==> config.mk <==
export PLATFORM = sky130hd
export DESIGN_NAME = adc_conv_sequencer
export DESIGN_NICKNAME = d
export VERILOG_FILES = /design/src/rtl/adc_pkg.sv /design/src/rtl/adc_next_channel.sv /design/src/rtl/adc_conv_sequencer.sv
export SDC_FILE = /design/constraint.sdc
export NUM_CORES = 1
export LEC_CHECK = 0
export CORE_ASPECT_RATIO = 0.8
export CORE_MARGIN = 1.5
export CORE_UTILIZATION = 52
export CTS_CLUSTER_DIAMETER = 80
export DETAILED_ROUTE_END_ITERATION = 16
export GPL_TIMING_DRIVEN = 0
export PLACE_DENSITY = 0.89
export REMOVE_ABC_BUFFERS = 1
export SYNTH_ARGS = -nofsm -noshare
export SYNTH_HDL_FRONTEND = slang
export SYNTH_SLANG_ARGS = --single-unit
==> constraint.sdc <==
create_clock -name clk -period 3.2 [get_ports clk]
set_clock_uncertainty 0.15 [all_clocks]
set_input_delay 0.64 -clock clk [delete_from_list [all_inputs] [get_ports clk]]
set_output_delay 0.64 -clock clk [all_outputs]
set_load 0.05 [all_outputs]
==> src/rtl/adc_pkg.sv <==
// rtl/adc_pkg.sv - shared types and constants for the ADC conversion sequencer
package adc_pkg;

  localparam int MATRIX_BITS_DEFAULT = 12;

  typedef enum logic [1:0] {
    IDLE    = 2'd0,
    SETTLE  = 2'd1,
    CONVERT = 2'd2,
    DELIVER = 2'd3
  } seq_state_e;

  // Averaging codes understood by the SAR core (number of averaged samples).
  typedef enum logic [2:0] {
    AVG_1  = 3'b000,
    AVG_3  = 3'b001,
    AVG_7  = 3'b010,
    AVG_15 = 3'b011,
    AVG_31 = 3'b100
  } avg_code_e;

endpackage

==> src/rtl/adc_next_channel.sv <==
// rtl/adc_next_channel.sv - priority search for the next enabled mux channel
module adc_next_channel #(
  parameter int NUM_CH  = 4,
  parameter int CH_BITS = $clog2(NUM_CH)
) (
  input  logic [NUM_CH-1:0]  mask_i,
  input  logic [CH_BITS-1:0] cur_i,
  output logic [CH_BITS-1:0] next_o,
  output logic               wrap_o,
  output logic [CH_BITS-1:0] first_o
);

  // Descending scan so the last hit is the lowest qualifying index.
  always_comb begin
    next_o  = '0;
    wrap_o  = 1'b1;
    first_o = '0;
    for (int i = NUM_CH - 1; i >= 0; i--) begin
      if (mask_i[i]) begin
        first_o = CH_BITS'(i);
        if (CH_BITS'(i) > cur_i) begin
          next_o = CH_BITS'(i);
          wrap_o = 1'b0;
        end
      end
    end
  end

endmodule

==> src/rtl/adc_conv_sequencer.sv <==
// rtl/adc_conv_sequencer.sv - multi-channel scan controller in front of the SAR ADC core
// Optional conversion watchdog enabled by defining ADC_SEQ_TIMEOUT_EN.
module adc_conv_sequencer
  import adc_pkg::*;
#(
  parameter int MATRIX_BITS    = MATRIX_BITS_DEFAULT,
  parameter int NUM_CH         = 4,
  parameter int CH_BITS        = $clog2(NUM_CH),
  parameter int SETTLE_CYCLES  = 4,
  parameter int TIMEOUT_CYCLES = 255
) (
  input  logic                   clk,
  input  logic                   rst,
  input  logic                   start_in,
  input  logic                   stop_in,
  input  logic                   continuous_in,
  input  logic [NUM_CH-1:0]      channel_mask_in,
  input  logic [2:0]             avg_control_in,
  output logic                   busy_out,
  output logic                   scan_done_strobe_out,
  output logic [CH_BITS-1:0]     mux_sel_out,
  output logic                   core_rst_n_out,
  output logic [2:0]             core_avg_control_out,
  input  logic                   core_conv_finished_in,
  input  logic [MATRIX_BITS-1:0] core_result_in,
  output logic                   result_valid_out,
  input  logic                   result_ready_in,
  output logic [MATRIX_BITS-1:0] result_data_out,
  output logic [CH_BITS-1:0]     result_channel_out,
  output logic                   error_out
);

  seq_state_e             state_q, state_d;
  logic [NUM_CH-1:0]      mask_q, mask_d;
  logic                   cont_q, cont_d;
  logic [2:0]             avg_q, avg_d;
  logic [CH_BITS-1:0]     mux_q, mux_d;
  logic [7:0]             cnt_q, cnt_d;
  logic                   core_rst_n_q, core_rst_n_d;
  logic                   valid_q, valid_d;
  logic [MATRIX_BITS-1:0] data_q, data_d;
  logic [CH_BITS-1:0]     ch_q, ch_d;
  logic                   done_q, done_d;
  logic                   stop_q, stop_d;
  logic                   advance;

  logic [NUM_CH-1:0]      search_mask;
  logic [CH_BITS-1:0]     next_ch, first_ch;
  logic                   wrap;

`ifdef ADC_SEQ_TIMEOUT_EN
  logic                   err_q, err_d;
  logic [15:0]            wd_q, wd_d;
`else
  logic                   timeout_unused;
  assign timeout_unused = (TIMEOUT_CYCLES == 0);
`endif

  // In IDLE the lowest channel must come from the mask being offered, not the stale latch.
  assign search_mask = (state_q == IDLE) ? channel_mask_in : mask_q;

  adc_next_channel #(
    .NUM_CH (NUM_CH),
    .CH_BITS(CH_BITS)
  ) u_next_channel (
    .mask_i (search_mask),
    .cur_i  (mux_q),
    .next_o (next_ch),
    .wrap_o (wrap),
    .first_o(first_ch)
  );

  always_comb begin
    state_d      = state_q;
    mask_d       = mask_q;
    cont_d       = cont_q;
    avg_d        = avg_q;
    mux_d        = mux_q;
    cnt_d        = cnt_q;
    core_rst_n_d = core_rst_n_q;
    valid_d      = valid_q;
    data_d       = data_q;
    ch_d         = ch_q;
    done_d       = 1'b0;
    stop_d       = stop_q | ((state_q != IDLE) && stop_in);
    advance      = 1'b0;
`ifdef ADC_SEQ_TIMEOUT_EN
    err_d        = err_q;
    wd_d         = wd_q;
`endif
    case (state_q)
      IDLE: begin
        stop_d = 1'b0;
        if (start_in && (|channel_mask_in)) begin
          mask_d  = channel_mask_in;
          cont_d  = continuous_in;
          avg_d   = avg_control_in;
          mux_d   = first_ch;
          cnt_d   = 8'(SETTLE_CYCLES);
          state_d = SETTLE;
`ifdef ADC_SEQ_TIMEOUT_EN
          err_d   = 1'b0;
`endif
        end
      end
      SETTLE: begin
        cnt_d = cnt_q - 8'd1;
        if (cnt_q <= 8'd1) begin
          core_rst_n_d = 1'b1;
          state_d      = CONVERT;
`ifdef ADC_SEQ_TIMEOUT_EN
          wd_d         = '0;
`endif
        end
      end
      CONVERT: begin
        if (core_conv_finished_in) begin
          data_d       = core_result_in;
          ch_d         = mux_q;
          valid_d      = 1'b1;
          core_rst_n_d = 1'b0;
          state_d      = DELIVER;
        end
`ifdef ADC_SEQ_TIMEOUT_EN
        else if (wd_q == 16'(TIMEOUT_CYCLES - 1)) begin
          err_d        = 1'b1;
          core_rst_n_d = 1'b0;
          advance      = 1'b1;
        end else begin
          wd_d = wd_q + 16'd1;
        end
`endif
      end
      DELIVER: begin
        if (valid_q && result_ready_in) begin
          valid_d = 1'b0;
          advance = 1'b1;
        end
      end
      default: state_d = IDLE;
    endcase

    // Shared channel-advance path for a completed handshake or an abandoned conversion.
    if (advance) begin
      if (!wrap) begin
        mux_d   = next_ch;
        cnt_d   = 8'(SETTLE_CYCLES);
        state_d = SETTLE;
      end else begin
        done_d = 1'b1;
        if (cont_q && !stop_d) begin
          mux_d   = first_ch;
          cnt_d   = 8'(SETTLE_CYCLES);
          state_d = SETTLE;
        end else begin
          state_d = IDLE;
          stop_d  = 1'b0;
        end
      end
    end
  end

  always_ff @(posedge clk) begin
    if (rst) begin
      state_q      <= IDLE;
      mask_q       <= '0;
      cont_q       <= 1'b0;
      avg_q        <= AVG_1;
      mux_q        <= '0;
      cnt_q        <= '0;
      core_rst_n_q <= 1'b0;
      valid_q      <= 1'b0;
      data_q       <= '0;
      ch_q         <= '0;
      done_q       <= 1'b0;
      stop_q       <= 1'b0;
`ifdef ADC_SEQ_TIMEOUT_EN
      err_q        <= 1'b0;
      wd_q         <= '0;
`endif
    end else begin
      state_q      <= state_d;
      mask_q       <= mask_d;
      cont_q       <= cont_d;
      avg_q        <= avg_d;
      mux_q        <= mux_d;
      cnt_q        <= cnt_d;
      core_rst_n_q <= core_rst_n_d;
      valid_q      <= valid_d;
      data_q       <= data_d;
      ch_q         <= ch_d;
      done_q       <= done_d;
      stop_q       <= stop_d;
`ifdef ADC_SEQ_TIMEOUT_EN
      err_q        <= err_d;
      wd_q         <= wd_d;
`endif
    end
  end

  assign busy_out             = (state_q != IDLE);
  assign scan_done_strobe_out = done_q;
  assign mux_sel_out          = mux_q;
  assign core_rst_n_out       = core_rst_n_q;
  assign core_avg_control_out = avg_q;
  assign result_valid_out     = valid_q;
  assign result_data_out      = data_q;
  assign result_channel_out   = ch_q;
`ifdef ADC_SEQ_TIMEOUT_EN
  assign error_out            = err_q;
`else
  assign error_out            = 1'b0;
`endif

endmodule

* Word-level counts from Yosys, hierarchy flattened
Index checks and enable logic that the tools add are counted.
Storage, ports and cells: register bits after elaboration 38, input port bits 26, output and inout port bits 24, word-level logic and storage cells 97
Cells by class: add/subtract/negate cells 1, $lt $le $gt $ge 5, eq/ne operators 9, muxes and demuxes 51, bitwise operators 2, reductions and logical operators 17
Operators with widths (count):
- 2-bit two-way mux | 21
- 8-bit two-way mux | 4
- 1-bit two-way mux | 21
- 8-bit case mux with 2 select lines | 1
- 8-bit by 1-bit <= comparator with 1-bit output (second input constant) | 1
- 8-bit by 1-bit subtractor with 8-bit output (second input constant) | 1
- 2-bit inequality test (second input constant) | 3
- 3-bit inequality test (second input constant) | 2
- 2-bit case mux with 3 select lines | 1
- 3-bit AND reduction | 2
- 2-bit nonzero test | 3
- 2-bit equality test (second input constant) | 2
- 1-bit by 2-bit > comparator with 1-bit output (first input constant) | 2
- 2-bit > comparator (first input constant) | 2
- 1-bit logical AND | 4
- 4-bit two-way mux | 1
- 1-bit case mux with 2 select lines | 2
- 2-bit AND reduction | 2
- 4-bit AND reduction | 1
- 4-bit nonzero test | 1
- 4-bit OR reduction | 1
- 3-bit by 2-bit inequality test with 1-bit output (second input constant) | 1
- 2-bit by 1-bit equality test with 1-bit output (second input constant) | 1
- 2-bit zero test | 1
- 4 further kinds | 4

* Depth between registers and ports, before layout
depth in word-level cells 11, gate-level depth with buffers 8, mapped depth without buffers 6

* Modules after synthesis
Synthesis repeated with hierarchy kept, for this count alone.
Second synthesis, totals: cells, all modules 235, area total of the unflattened synthesis 1860.5 um2
Modules (own cells, without submodules):
- adc_conv_sequencer | instances 1, cells each 222, area an instance 1781.7 um2, seq. area each 760.7 um2
- adc_next_channel | instances 1, cells each 13, area an instance 78.8 um2, seq. area each 0.0 um2

* Least setup slack after synthesis
OpenSTA, ideal clock, no wires.
path type flip-flop to flip-flop, start point reg state_q[0], end point reg cnt_q[5], setup time 86 ps, data arrival time 1811 ps, data required time 2964 ps, path slack 1153 ps, cell stages (with the launch flop) 7, path buffers 0, clock period less this slack 2047 ps, cell sequence dfxtp_1 -> inv_1 -> ha_1 -> mux2_4 -> a222oi_1 -> a21oi_2 -> a211oi_1
Between the ends: cells in the longest elaborated chain, start to end 11, elaborated cells on any way between the ends 22, those cells by class eq/ne: 2; mux: 14; bitwise: 1; reduce/logical: 5
RTL lines:
- start: declaration | RTL line adc_conv_sequencer.sv:33 | seq_state_e state_q, state_d;
- start signal: assignment | RTL line adc_conv_sequencer.sv:182 | state_q <= state_d;
- 2-bit zero test | RTL line adc_conv_sequencer.sv:60, adc_conv_sequencer.sv:91
- 4-bit two-way mux | RTL line adc_conv_sequencer.sv:60 | assign search_mask = (state_q == IDLE) ? channel_mask_in : mask_q;
- 1-bit two-way mux | RTL line adc_next_channel.sv:19 | if (mask_i[i]) begin
- 1-bit two-way mux | RTL line adc_next_channel.sv:21 | if (CH_BITS'(i) > cur_i) begin
- 1-bit two-way mux | RTL line adc_next_channel.sv:19
- 1-bit two-way mux | RTL line adc_next_channel.sv:21
- 1-bit two-way mux | RTL line adc_next_channel.sv:19
- 1-bit two-way mux | RTL line adc_next_channel.sv:21
- 1-bit two-way mux | RTL line adc_next_channel.sv:19
- 8-bit two-way mux | RTL line adc_conv_sequencer.sv:145 | if (!wrap) begin
- 8-bit two-way mux * | RTL line adc_conv_sequencer.sv:144 | if (advance) begin
- end signal: assignment | RTL line adc_conv_sequencer.sv:187 | cnt_q <= cnt_d;
- end: declaration | RTL line adc_conv_sequencer.sv:38 | logic [7:0] cnt_q, cnt_d;
Mark *: on every way between the ends. The rest lies on a longest branch, timed or not. A chain may end at the register's enable or synchronous reset.

* Worst setup path in the final report
start point reg state_q[0], end point out busy_out
Between the ends: cells in the longest elaborated chain, start to end 1
RTL lines:
- 2-bit nonzero test | RTL line adc_conv_sequencer.sv:201 | assign busy_out = (state_q != IDLE);
- end: declaration | RTL line adc_conv_sequencer.sv:19 | output logic busy_out,
No other way between the ends.

==> results.toml <==
[clock_tree]
cts_tree = "built"
cts-hold-fix-buffers = 0
root_buffer = "clkbuf_8"
cts_buffers = 5
cts_resized = 0
clock_latency_ns = 0.30
numClockSinks = 38
cts_buffer_depth = 2
cts_setup_buffers = 0
cts_htree_levels = 2
clk_pin_slew_ns = 0.07

[synth]
synth_area_per_cell_um2 = 8.049
synth_cell_type_count = 53
seq_area_frac_synth_pct = 39.38
synthCells = 240
synthArstFlopShare_pct = 0
synthFlopType = "dfxtp_1"
synth_area_um2 = 1932
synth_edf_count = 0
yosysWarnings = 0
ys_ff_latch = 38

[place]
gp_congestion = 0.8762
dp_cells = 318
hpwl_mm = 3.369
dp_slack_ns = 0.4348
port_buffers = 48

[hold_path]
min-delay-path-class = "reg -> reg"

[pwr]
power.density_nw_per_um2 = 856.0
leakage_nw = 0.9132
irDropWorstVdd_uv = 601.2
power.total_mw = 2.126

[layout]
area_growth_pct = 28.56
nets = 317
final_util_pct = 71.07
drive_gt1_share_pct = 6.007
instances_no_fill = 325
n_antenna_cell = 0

[grt]
first_global_vias = 1688
track_usage_pct = 24.22
antenna_found_initial = 0
grt_max_degree = 40
grt_overflow = 0
grt_pass1_wl_mm = 7.824

[floorplanning]
io_pins = 50
core.rowCount = 19
dieArea_um2 = 4092
fp.dieW_um = 71.15
start_util_pct = 55.28
die-height_um = 57.52
core-area_um2 = 3495

[setup_path]
startpoint_type = "flop"
reg2reg_setup_slack_ns = 0.63
critPathMaxFanout = 12
crit_type = "reg -> out"
worstPathArrival_ns = 2.16
endpoint_kind = "primary output"
required_ns = 2.41

[run]
drv_cap = 0

[timing]
min_period_over_period_pct = 92.25
slew-limit-headroom_pct = 51.43
drv_slew = 0
rsz0062_at_grt = "false"
setup_viol = 0
layout_setup_ws_ns = 0.2480
finalHoldViolations = 0
fin_crit_ns = 2.952
setup-tns-final_ns = 0
timing.fmax_mhz = 338.7
tightest_slew_ns = 0.7281

[route]
dr.pass1.iters = 8
drtAntennaViolNets = 0
drt-total-wl_mm = 4.746
vias = 1874
via_per_inst = 5.766
drtIter0Drc = 117
routedWlPerCell_um = 14.60
drc_errors = 0

[status]
status = "finished clean"
## layout by cell type, fill, tap and decap left out, drive strengths merged, types with 2 or more instances in the layout
cell type / netlist / routed
nor2b: 5 / 5
clkbuf: 5 / 5
a21o: 3 / 3
o21a: 3 / 3
and2: 2 / 2
inv: 8 / 8
mux2: 2 / 2
dfxtp: 38 / 38
nor2: 12 / 12
or4: 3 / 3
nor3b: 2 / 2
nor4: 2 / 2
nor3: 7 / 7
ha: 8 / 8
o211ai: 2 / 2
clkdlybuf4s50: 0 / 47
a22oi: 4 / 4
nand2: 53 / 53
mux2i: 2 / 2
or2: 2 / 2
clkinv: 0 / 2
a211oi: 3 / 3
a21oi: 35 / 35
a311oi: 2 / 2
o31ai: 2 / 2
o21ai: 7 / 7
## layout make-up
| type | instances | area (um2) |
|---|---|---|
| Clock inverter | 2 | 10.01 |
| Timing Repair Buffer | 48 | 475.5 |
| Inverter | 8 | 30.03 |
| Multi-Input combinational cell | 182 | 1086 |
| Fill cell | 285 | 1011 |
| Tap cell | 42 | 52.55 |
| Clock buffer | 5 | 68.82 |
| Sequential cell | 38 | 760.7 |
## sequential cells by signal, summed over array words and instances (netlist names)
register              flops
state_q                   2
result_channel_out        2
core_rst_n_out            1
mux_sel_out               2
core_avg_control_out      3
result_valid_out          1
cont_q                    1
stop_q                    1
result_data_out          12
mask_q                    4
scan_done_strobe_out      1
cnt_q                     8
## final timing paths
kind	from	end	cells after the start
worst max-delay path	state_q[0]$_SDFFE_PP0P_	busy_out	4
worst min-delay path	core_avg_control_out[1]$_SDFFE_PP0P_	core_avg_control_out[1]$_SDFFE_PP0P_	2
worst max register to register	state_q[1]$_SDFFE_PP0P_	cnt_q[0]$_SDFF_PP0_	6
worst min register to register	core_avg_control_out[1]$_SDFFE_PP0P_	core_avg_control_out[1]$_SDFFE_PP0P_	2
## worst max-delay path, cell delays in order (launching register included)
cell and delay, ns:
dfxtp_1 0.43, inv_1 0.11, ha_1 0.38, inv_1 0.13, clkdlybuf4s50_1 0.80
## cells in the mapped netlist, drive strengths merged (3+ instances only)
master  number  area share, %
a211oi       3            1.2
a21o         3            1.2
a21oi       35            9.8
a22oi        4            1.6
buf          7            1.9
clkbuf       5           0.97
dfxtp       38             39
ha           8            5.2
inv          8            1.6
nand2       53             10
nor2        12            2.3
nor2b        5            1.6
nor3         7            1.8
o21a         3            1.2
o21ai        7            1.8
or4          3            1.2
## stage by stage
step	hold slack (ns)	instance area, um2
5_1_grt	0.3305	2484
6_report	0.3048	2484
2_1_floorplan	0.2886	1877
4_1_cts	0.3055	2489
3_3_place_gp	0.2909	2410
3_5_place_dp	0.2953	2410
## cell families (layout without fill, tap and decap cells)
| logic type | Yosys count | after routing | synth area share (%) |
|---|---|---|---|
| other | 1 | 1 | 0.1941 |
| adders and majority gates | 8 | 8 | 5.182 |
| and+or+nand+nor | 93 | 93 | 21.96 |
| muxes | 4 | 4 | 2.396 |
| AOI/OAI and AO/OA | 75 | 75 | 26.04 |
| buffers and inverters | 20 | 63 | 4.404 |
| xor gates and xnor gates | 1 | 1 | 0.4535 |
| DFF | 38 | 38 | 39.38 |
## power breakdown
| part | switching, mW | total, mW | internal [mW] |
|---|---|---|---|
| Sequential | 0.111 | 0.691 | 0.580 |
| Clock | 0.171 | 0.317 | 0.146 |
| Combinational | 0.670 | 1.12 | 0.448 |
## layer usage
layer	global-route usage (%)	wire length [um]
met1	31.54	2115
met4	6.469	50
met3	8.304	333
met2	38.62	2247
met5	0	0
(Power assumes the default switching activity.)
